`config.mk`:
```
export PLATFORM = sky130hd
export DESIGN_NAME = shifter_right_seq
export DESIGN_NICKNAME = d
export VERILOG_FILES = /design/src/rtl/alu_ops_pkg.sv /design/src/rtl/shift_right_step.sv /design/src/rtl/shifter_right_seq.sv
export SDC_FILE = /design/constraint.sdc
export NUM_CORES = 1
export LEC_CHECK = 0
export CELL_PAD_IN_SITES_DETAIL_PLACEMENT = 1
export CELL_PAD_IN_SITES_GLOBAL_PLACEMENT = 1
export CORE_MARGIN = 3
export CORE_UTILIZATION = 42
export DETAILED_ROUTE_END_ITERATION = 10
export PLACE_DENSITY_LB_ADDON = 0.25
export SLEW_MARGIN = 5
export SYNTH_ARGS = -nofsm -noshare
export SYNTH_HDL_FRONTEND = slang
export SYNTH_HIERARCHICAL = 1
export SYNTH_SLANG_ARGS = --single-unit
```
`constraint.sdc`:
```
create_clock -name clk -period 3.18 [get_ports clk]
set_input_delay 0.954 -clock clk [delete_from_list [all_inputs] [get_ports clk]]
set_output_delay 0.954 -clock clk [all_outputs]
set_load 0.005 [all_outputs]
```
`src/rtl/alu_ops_pkg.sv`:
```
// ALU-wide operation codes and the shared sequencing encoding used by the multi-cycle shifter.
// Contents: opcode constants (ADD/SUB/AND/OR/SLT/SLL/DIVU/SRL/SRA), shift-amount width,
//           the IDLE/SHIFT/DONE state type and an opcode classifier for the right shifter.
package alu_ops_pkg;

  localparam logic [3:0] OP_AND  = 4'b0000;
  localparam logic [3:0] OP_OR   = 4'b0001;
  localparam logic [3:0] OP_ADD  = 4'b0010;
  localparam logic [3:0] OP_SLL  = 4'b0011;
  localparam logic [3:0] OP_DIVU = 4'b0100;
  localparam logic [3:0] OP_SUB  = 4'b0110;
  localparam logic [3:0] OP_SLT  = 4'b0111;
  localparam logic [3:0] OP_SRL  = 4'b1000;
  localparam logic [3:0] OP_SRA  = 4'b1001;

  // Shift amounts are always taken from inputB[4:0].
  localparam int SHAMT_W = 5;

  typedef enum logic [1:0] {
    ST_IDLE  = 2'b00,
    ST_SHIFT = 2'b01,
    ST_DONE  = 2'b10
  } state_t;

  function automatic logic is_shift_right(input logic [3:0] op);
    return (op == OP_SRL) || (op == OP_SRA);
  endfunction

endpackage

```
`src/rtl/shift_right_step.sv`:
```
// Combinational right shift by k with a selectable fill bit; one slice of the iterative shifter.
// Latency: none (pure combinational). Backpressure: none.
// Ports: din (value), k (bits to shift, caller limits it to 0..STEP), fill (vacated-bit value), dout.
module shift_right_step
  import alu_ops_pkg::*;
#(
  parameter int WIDTH = 32
) (
  input  logic [WIDTH-1:0]   din,
  input  logic [SHAMT_W-1:0] k,
  input  logic               fill,
  output logic [WIDTH-1:0]   dout
);

  logic [WIDTH-1:0] fill_mask;

  // Ones in exactly the k vacated MSB positions.
  assign fill_mask = ~({WIDTH{1'b1}} >> k);
  assign dout      = (din >> k) | (fill ? fill_mask : '0);

endmodule

```
`src/rtl/shifter_right_seq.sv`:
```
// Multi-cycle SRL/SRA: shifts inputA right by inputB[4:0], at most STEP bits per clock.
// Latency: done in the cycle after edge ceil(amt/STEP)+1 (1 edge for amt==0 or unsupported op).
// Backpressure: start is only sampled in IDLE; starts during SHIFT/DONE are dropped, not queued.
// Ports: clk, reset (async, active-high), start, SignalIn (opcode), inputA, inputB,
//        busy (operation in flight), done (1-cycle result pulse), out (held result register).
module shifter_right_seq
  import alu_ops_pkg::*;
#(
  parameter int WIDTH = 32,
  parameter int STEP  = 1
) (
  input  logic             clk,
  input  logic             reset,
  input  logic             start,
  input  logic [3:0]       SignalIn,
  input  logic [WIDTH-1:0] inputA,
  input  logic [WIDTH-1:0] inputB,
  output logic             busy,
  output logic             done,
  output logic [WIDTH-1:0] out
);

  localparam logic [SHAMT_W-1:0] STEP_K = SHAMT_W'(STEP);

  state_t               state;
  state_t               state_nxt;
  logic [WIDTH-1:0]     operand;
  logic [WIDTH-1:0]     step_out;
  logic [SHAMT_W-1:0]   remaining;
  logic [SHAMT_W-1:0]   rem_nxt;
  logic [SHAMT_W-1:0]   k;
  logic [SHAMT_W-1:0]   amt;
  logic                 arith;
  logic                 valid;
  logic                 fill;
  logic                 unused_b;

  assign amt      = inputB[SHAMT_W-1:0];
  assign unused_b = ^inputB[WIDTH-1:SHAMT_W];
  assign valid    = is_shift_right(SignalIn);

  // Last slice may be shorter than STEP so the total shift is exact.
  assign k       = (remaining < STEP_K) ? remaining : STEP_K;
  assign rem_nxt = remaining - k;
  assign fill    = arith & operand[WIDTH-1];

  shift_right_step #(.WIDTH(WIDTH)) u_step (
    .din  (operand),
    .k    (k),
    .fill (fill),
    .dout (step_out)
  );

  always_ff @(posedge clk or posedge reset) begin
    if (reset) state <= ST_IDLE;
    else       state <= state_nxt;
  end

  always_comb begin
    state_nxt = state;
    case (state)
      ST_IDLE:  if (start) state_nxt = (valid && (amt != '0)) ? ST_SHIFT : ST_DONE;
      ST_SHIFT: if (rem_nxt == '0) state_nxt = ST_DONE;
      ST_DONE:  state_nxt = ST_IDLE;
      default:  state_nxt = ST_IDLE;
    endcase
  end

  assign busy = (state != ST_IDLE);
  assign done = (state == ST_DONE);

  always_ff @(posedge clk or posedge reset) begin
    if (reset) begin
      operand   <= '0;
      remaining <= '0;
      arith     <= 1'b0;
      out       <= '0;
    end else begin
      case (state)
        ST_IDLE: begin
          if (start) begin
            operand   <= inputA;
            remaining <= amt;
            arith     <= (SignalIn == OP_SRA);
            // Operations that skip SHIFT resolve their result right here.
            if (!valid)           out <= WIDTH'(1);
            else if (amt == '0)   out <= inputA;
          end
        end
        ST_SHIFT: begin
          operand   <= step_out;
          remaining <= rem_nxt;
          if (rem_nxt == '0) out <= step_out;
        end
        default: ;
      endcase
    end
  end

endmodule

```
Yosys cells after proc, flatten, opt, wreduce, memory -nomap -nowiden
Index checks and enable logic that the tools add are counted.
{ "totals": {"ff_bits": 72, "input_bits": 71, "output_inout_bits": 34} }
{ "classes": {"n_addsub": 1, "magnitude_cmp": 1, "n_eq_ne": 7, "shift": 2, "muxes": 15, "n_bitwise": 3, "reduce_logical": 12} }
{ "op_table": {"columns": ["operator", "n"], "rows": [
  ["32-bit 2-to-1 mux", 6],
  ["32-bit one-hot mux with 2 select lines", 2],
  ["32-bit NOT", 1],
  ["32-bit bitwise OR", 1],
  ["32-bit by 5-bit right shift with 32-bit output", 1],
  ["32-bit by 5-bit right shift with 32-bit output (first input constant)", 1],
  ["5-bit logical NOT", 2],
  ["5-bit 2-to-1 mux", 2],
  ["5-bit one-hot mux with 2 select lines", 1],
  ["4-bit == test (second input constant)", 2],
  ["2-bit 2-to-1 mux", 3],
  ["2-bit AND reduction", 3],
  ["5-bit by 1-bit < comparator with 1-bit output (second input constant)", 1],
  ["5-bit nonzero test", 1],
  ["5-bit subtractor", 1],
  ["2-bit != test (second input constant)", 2],
  ["2-bit one-hot mux with 2 select lines", 1],
  ["4-bit AND reduction", 1],
  ["2-bit nonzero test", 2],
  ["3-bit != test (second input constant)", 1],
  ["2-bit by 1-bit == test with 1-bit output (second input constant)", 1],
  ["2-bit == test (second input constant)", 1],
  ["2-bit logical NOT", 1],
  ["1-bit bitwise AND", 1],
  ["other kinds (2)", 2]
]} }

Depth between registers and ports, before layout
{ "logic_depth": {"word_depth": 8, "mapped_depth": 12, "ltp_nobuf": 9} }

Hierarchy
Netlist, hierarchy kept.
{ "by_module_without_submodules": {"columns": ["mod", "n_inst", "cells_per_inst", "area_each_um2", "seq_area_each_um2"], "rows": [
  ["shifter_right_seq", 1, 314, 3647.2, 1801.7],
  ["shift_right_step", 1, 257, 2128.3, 0.0]
]} }

Worst setup path before layout
Ideal clock, no wire load.
{ "synth_timing": {"path_type": "reg-to-reg", "start": "register remaining[1]", "end": "register out[3]", "setup_ns": 0.125, "arrival_ns": 2.544, "slack_ns": 0.511, "path_stages_with_launch": 12, "synth_period_minus_slack_ns": 2.669, "cell_sequence": "dfrtp_1 nor3_1 nand2_1 buf_6 buf_6 buf_6 mux4_2 mux2_2 a22oi_1 nand3_1 a22o_1 mux2_4"} }
{ "synth_via": {"elab_chain_len": 8} }
{ "synth_lines": {"columns": ["element", "line", "source"], "rows": [
  ["start, declared", "shifter_right_seq.sv:29", "logic [SHAMT_W-1:0] remaining;"],
  ["start signal, assigned", "shifter_right_seq.sv:83", "remaining <= amt;"],
  ["start signal, assigned", "shifter_right_seq.sv:92", "remaining <= rem_nxt;"],
  ["5-bit by 1-bit < comparator with 1-bit output (*)", "shifter_right_seq.sv:43", "assign k = (remaining < STEP_K) ? remaining : STEP_K;"],
  ["5-bit 2-to-1 mux (*)", "shifter_right_seq.sv:43", null],
  ["via k[0]", "shifter_right_seq.sv:31", "logic [SHAMT_W-1:0] k;"],
  ["32-bit by 5-bit right shift with 32-bit output", "shift_right_step.sv:18", "assign fill_mask = ~({WIDTH{1'b1}} >> k);"],
  ["32-bit NOT", "shift_right_step.sv:18", null],
  ["32-bit 2-to-1 mux", "shift_right_step.sv:19", "assign dout = (din >> k) | (fill ? fill_mask : '0);"],
  ["32-bit bitwise OR (*)", "shift_right_step.sv:19", null],
  ["via step_out[3]", "shifter_right_seq.sv:28", "logic [WIDTH-1:0] step_out;"],
  ["32-bit 2-to-1 mux (*)", "shifter_right_seq.sv:93", "if (rem_nxt == '0) out <= step_out;"],
  ["32-bit one-hot mux with 2 select lines (*)", "shifter_right_seq.sv:79", "case (state)"],
  ["end signal, assigned", "shifter_right_seq.sv:87", "else if (amt == '0) out <= inputA;"],
  ["end signal, assigned", "shifter_right_seq.sv:93", null],
  ["end, declared", "shifter_right_seq.sv:20", "output logic [WIDTH-1:0] out"]
]} }
The timed path passes the listed nets; every way through them passes the cells marked *. The select of a mux whose other input is x is not followed.
A chain may end at the register's enable or synchronous reset.

Final worst setup path
{ "layout_timing": {"start": "register remaining[1]", "end": "register out[22]"} }
The elaborated chain is that of the path after synthesis.

==> impl_metrics.toml <==
[sta]
tns_ns = 0
fin_worst_skew_ns = 0.00826
hold_viol = 0
setup_viol = 0
tightest_slew_ns = 1.00
fmax_mhz = 334
fin_hold_ws_ns = 0.511
maxSlewViolCount = 0
period_needed_ns = 2.99
rsz0062_at_grt = "no"
period_share = 0.942
relSlewSlack = 0.330

[min_path]
holdPathStages = 1
hp-start = "out[15]"
hold_end = "out[15]"
hp-class = "reg -> reg"

[setup_path]
cpLargestDelayFamily = "multiplexers"
worst-path-buf-inv = 2
worstSetupEndpointType = "flop"
cpPeakStageDelay_ns = 0.61
ff2ff_path_depth = 10
crit_path_frequent_cell = "a22o_1"
reg2reg_slack_ns = 0.19
cp.arrival_ns = 3.23
worstSetupStartpointType = "flop"
r2r-start = "remaining[1]"
required_ns = 3.42
crit_type = "reg -> reg"
path_cells = "nor3_2 > nand2_2 > buf_12 > buf_4 > mux4_2 > a22o_1 > a31oi_1 > o21ai_1 > a22o_1 > mux2_4"
critical_path.slowest_cell = "mux4_2"
path_max_fanout = 22
reg2reg_to = "out[22]"

[layout]
fillers = 1499
n_antenna_cell = 0
seqCellArea_um2 = 1800
drive_gt1_frac = 0.189
nets = 708
synthToLayoutAreaGrowth_pct = 22.2
multiInputGateArea_um2 = 3710

[global_route]
overflow = 0
antenna_found_initial = 0
grt_pass1_vias = 5253
grt_pass1_wl_mm = 29.9
gr-usage-all-layers = 0.258
grt_max_degree = 73

[cts]
clkLatencyLatePin_ns = 0.36
cts-root-buf = "clkbuf_16"
clock_path_buffers = 2
h-tree-depth = 3
cts_post_setup_buffers_inserted = 0
cts.clk_slew.worst_paths_ns = 0.06
cts-buffers-inserted = 9
cts_tree = "yes"
clkSinkCount = 72

[power_and_ir_drop]
power_frac_clock = 0.257
p_leak_nw = 2.93
sequentialPowerShare = 0.322
max-vdd-ir-drop_mv = 0.377
switchingPower_mw = 1.64
swShare = 0.368
power.density_nw_per_um2 = 632
p_int_mw = 2.82
share_comb_of_total_power = 0.420
p_total_mw = 4.46

[detailed_routing]
avgRoutedWirePerCell_um = 22.9
vias = 4960
drt_wl_total_mm = 18.7
drtIter0Drc = 364
drc = 0
detail-route-antenna-nets = 0
dr.pass1.iters = 5
avgViaCountPerCell = 6.07

[die]
initial_core_util = 0.433
die_x_um = 123
die-area_um2 = 15200
core.rowCount = 42
die_h_um = 123
ios = 105
coreArea_um2 = 13300

[placed_design]
dpl.hpwl_mm = 13.2
portBuffers = 77
gp_congestion = 0.921

[logic_synthesis]
ys_types = 55
synth_area_leaders = "dfrtp_1 31%, mux4_2 12%, mux2i_1 11%, mux2_4 7.5%, a22o_1 5.2%"
synth_seq_area_share = 0.312
ys_ff_latch = 72
synth-main-ff-cell = "dfrtp_1"
ys_warn_count = 6
async_reset_ff_frac = 1.00
synth_largest_area_cell = "dfrtp_1"
synthCells = 571
synth_top_cell_area_share = 0.312
synth_edf_count = 0
netlist_area_um2 = 5780
synth_area_per_cell_um2 = 10.1

[flow_run]
maxCapViolCount = 0

[run_status]
run_status = "finished, final reports clean"
-- worst max-delay path by stage --
stage | startpoint | to | cells past startpoint | slack [ns]
floorplan | reset | arith | 1 | 0.40
global placement | remaining[1] | out[22] | 10 | 0.24
detailed placement | remaining[1] | out[22] | 10 | 0.16
CTS | remaining[1] | out[22] | 10 | 0.16
global route | remaining[1] | out[22] | 10 | 0.004
finish | remaining[1] | out[22] | 10 | 0.19
-- layout by cell type (no fill, tap or decap), types with 3 or more instances in the layout --
cell type,instances
o221ai_1,9
and2_1,3
a21boi_0,3
mux2_4,29
clkinvlp_4,3
o211ai_1,4
mux4_2,32
o21ai_1,4
nand2b_1,4
a221oi_1,5
buf_4,15
a21oi_1,19
a31oi_1,3
inv_1,8
nor2_1,26
a22o_1,34
clkbuf_16,9
o22ai_1,5
clkdlybuf4s50_1,77
o21ai_0,54
nand3_1,10
nor3_1,5
conb_1,13
and3_1,5
nand2_1,69
o22a_1,4
mux2i_1,61
buf_12,4
mux2_2,13
nor2b_1,3
dfrtp_1,72
-- metrics by stage --
| stage | cells | util | setup WS (ns) | cell area [µm²] |
|---|---|---|---|---|
| finish | 817 | 0.529 | 0.186 | 7060 |
| global route | 817 | 0.529 | 0.00376 | 7060 |
| CTS | 817 | 0.528 | 0.162 | 7050 |
| detailed placement | 801 | 0.504 | 0.163 | 6720 |
| global placement | 801 | 0.504 | 0.243 | 6720 |
| floorplan | 583 | - | 0.401 | 5820 |
-- logic make-up (layout without fill, tap and decap cells) --
logic type	count (synthesis)	in the layout	share of synthesized area
AO/OA/AOI/OAI	157	157	0.184
AND/OR/NAND/NOR	142	142	0.112
multiplexers	135	135	0.331
flip-flops	72	72	0.312
buffers and inverters	63	121	0.0576
adder cells (fa/ha/maj)	1	1	0.00217
other	1	13	0.000649
-- power groups by stage --
stage	Combinational (mW)	Sequential (mW)	Clock (mW)
5_1_grt	2.03	1.48	1.23
2_1_floorplan	1.27	1.33	0
3_3_place_gp	1.79	1.43	0
3_5_place_dp	1.82	1.44	0
6_report	1.87	1.44	1.15
4_1_cts	1.84	1.43	1.18
-- repair_timing --
action | CTS | global route
endpoints found under the setup margin | 0 | 1
gates resized for setup | 0 | 1
hold buffers | 0 | 0
-- state kept, by name, indices dropped and copies added (netlist names) --
| name | count |
|---|---|
| arith | 1 |
| remaining | 5 |
| state | 2 |
| operand | 32 |
| out | 32 |
-- synth_stat cells (5+ instances only) --
| cell | number |
|---|---|
| dfrtp_1 | 72 |
| nand2_1 | 70 |
| mux2i_1 | 61 |
| o21ai_0 | 54 |
| a22o_1 | 34 |
| mux4_2 | 32 |
| mux2_4 | 29 |
| nor2_1 | 27 |
| clkbuf_1 | 21 |
| a21oi_1 | 19 |
| buf_2 | 16 |
| mux2_2 | 13 |
| nand3_1 | 10 |
| inv_1 | 9 |
| o221ai_1 | 9 |
| buf_6 | 7 |
| buf_4 | 6 |
| nor3_1 | 6 |
| a221oi_1 | 5 |
| and3_1 | 5 |
| o22ai_1 | 5 |
-- cell type report --
type	instances	area share
Multi-Input combinational cell	448	0.525
Inverter	9	0.00479
Clock buffer	10	0.0339
Sequential cell	72	0.255
Timing Repair Buffer	96	0.137
Tap cell	176	0.0312
Clock inverter	6	0.0129
-- metal layers --
layer  vias up  GRT usage  routed length [µm]
met2       148      0.420                9220
met4         0     0.0810                 406
met1      2511      0.349                8130
li1       2272          -                   -
met5         -          0                   0
met3        29     0.0471                 922
Power figures use the tool's default switching activity.
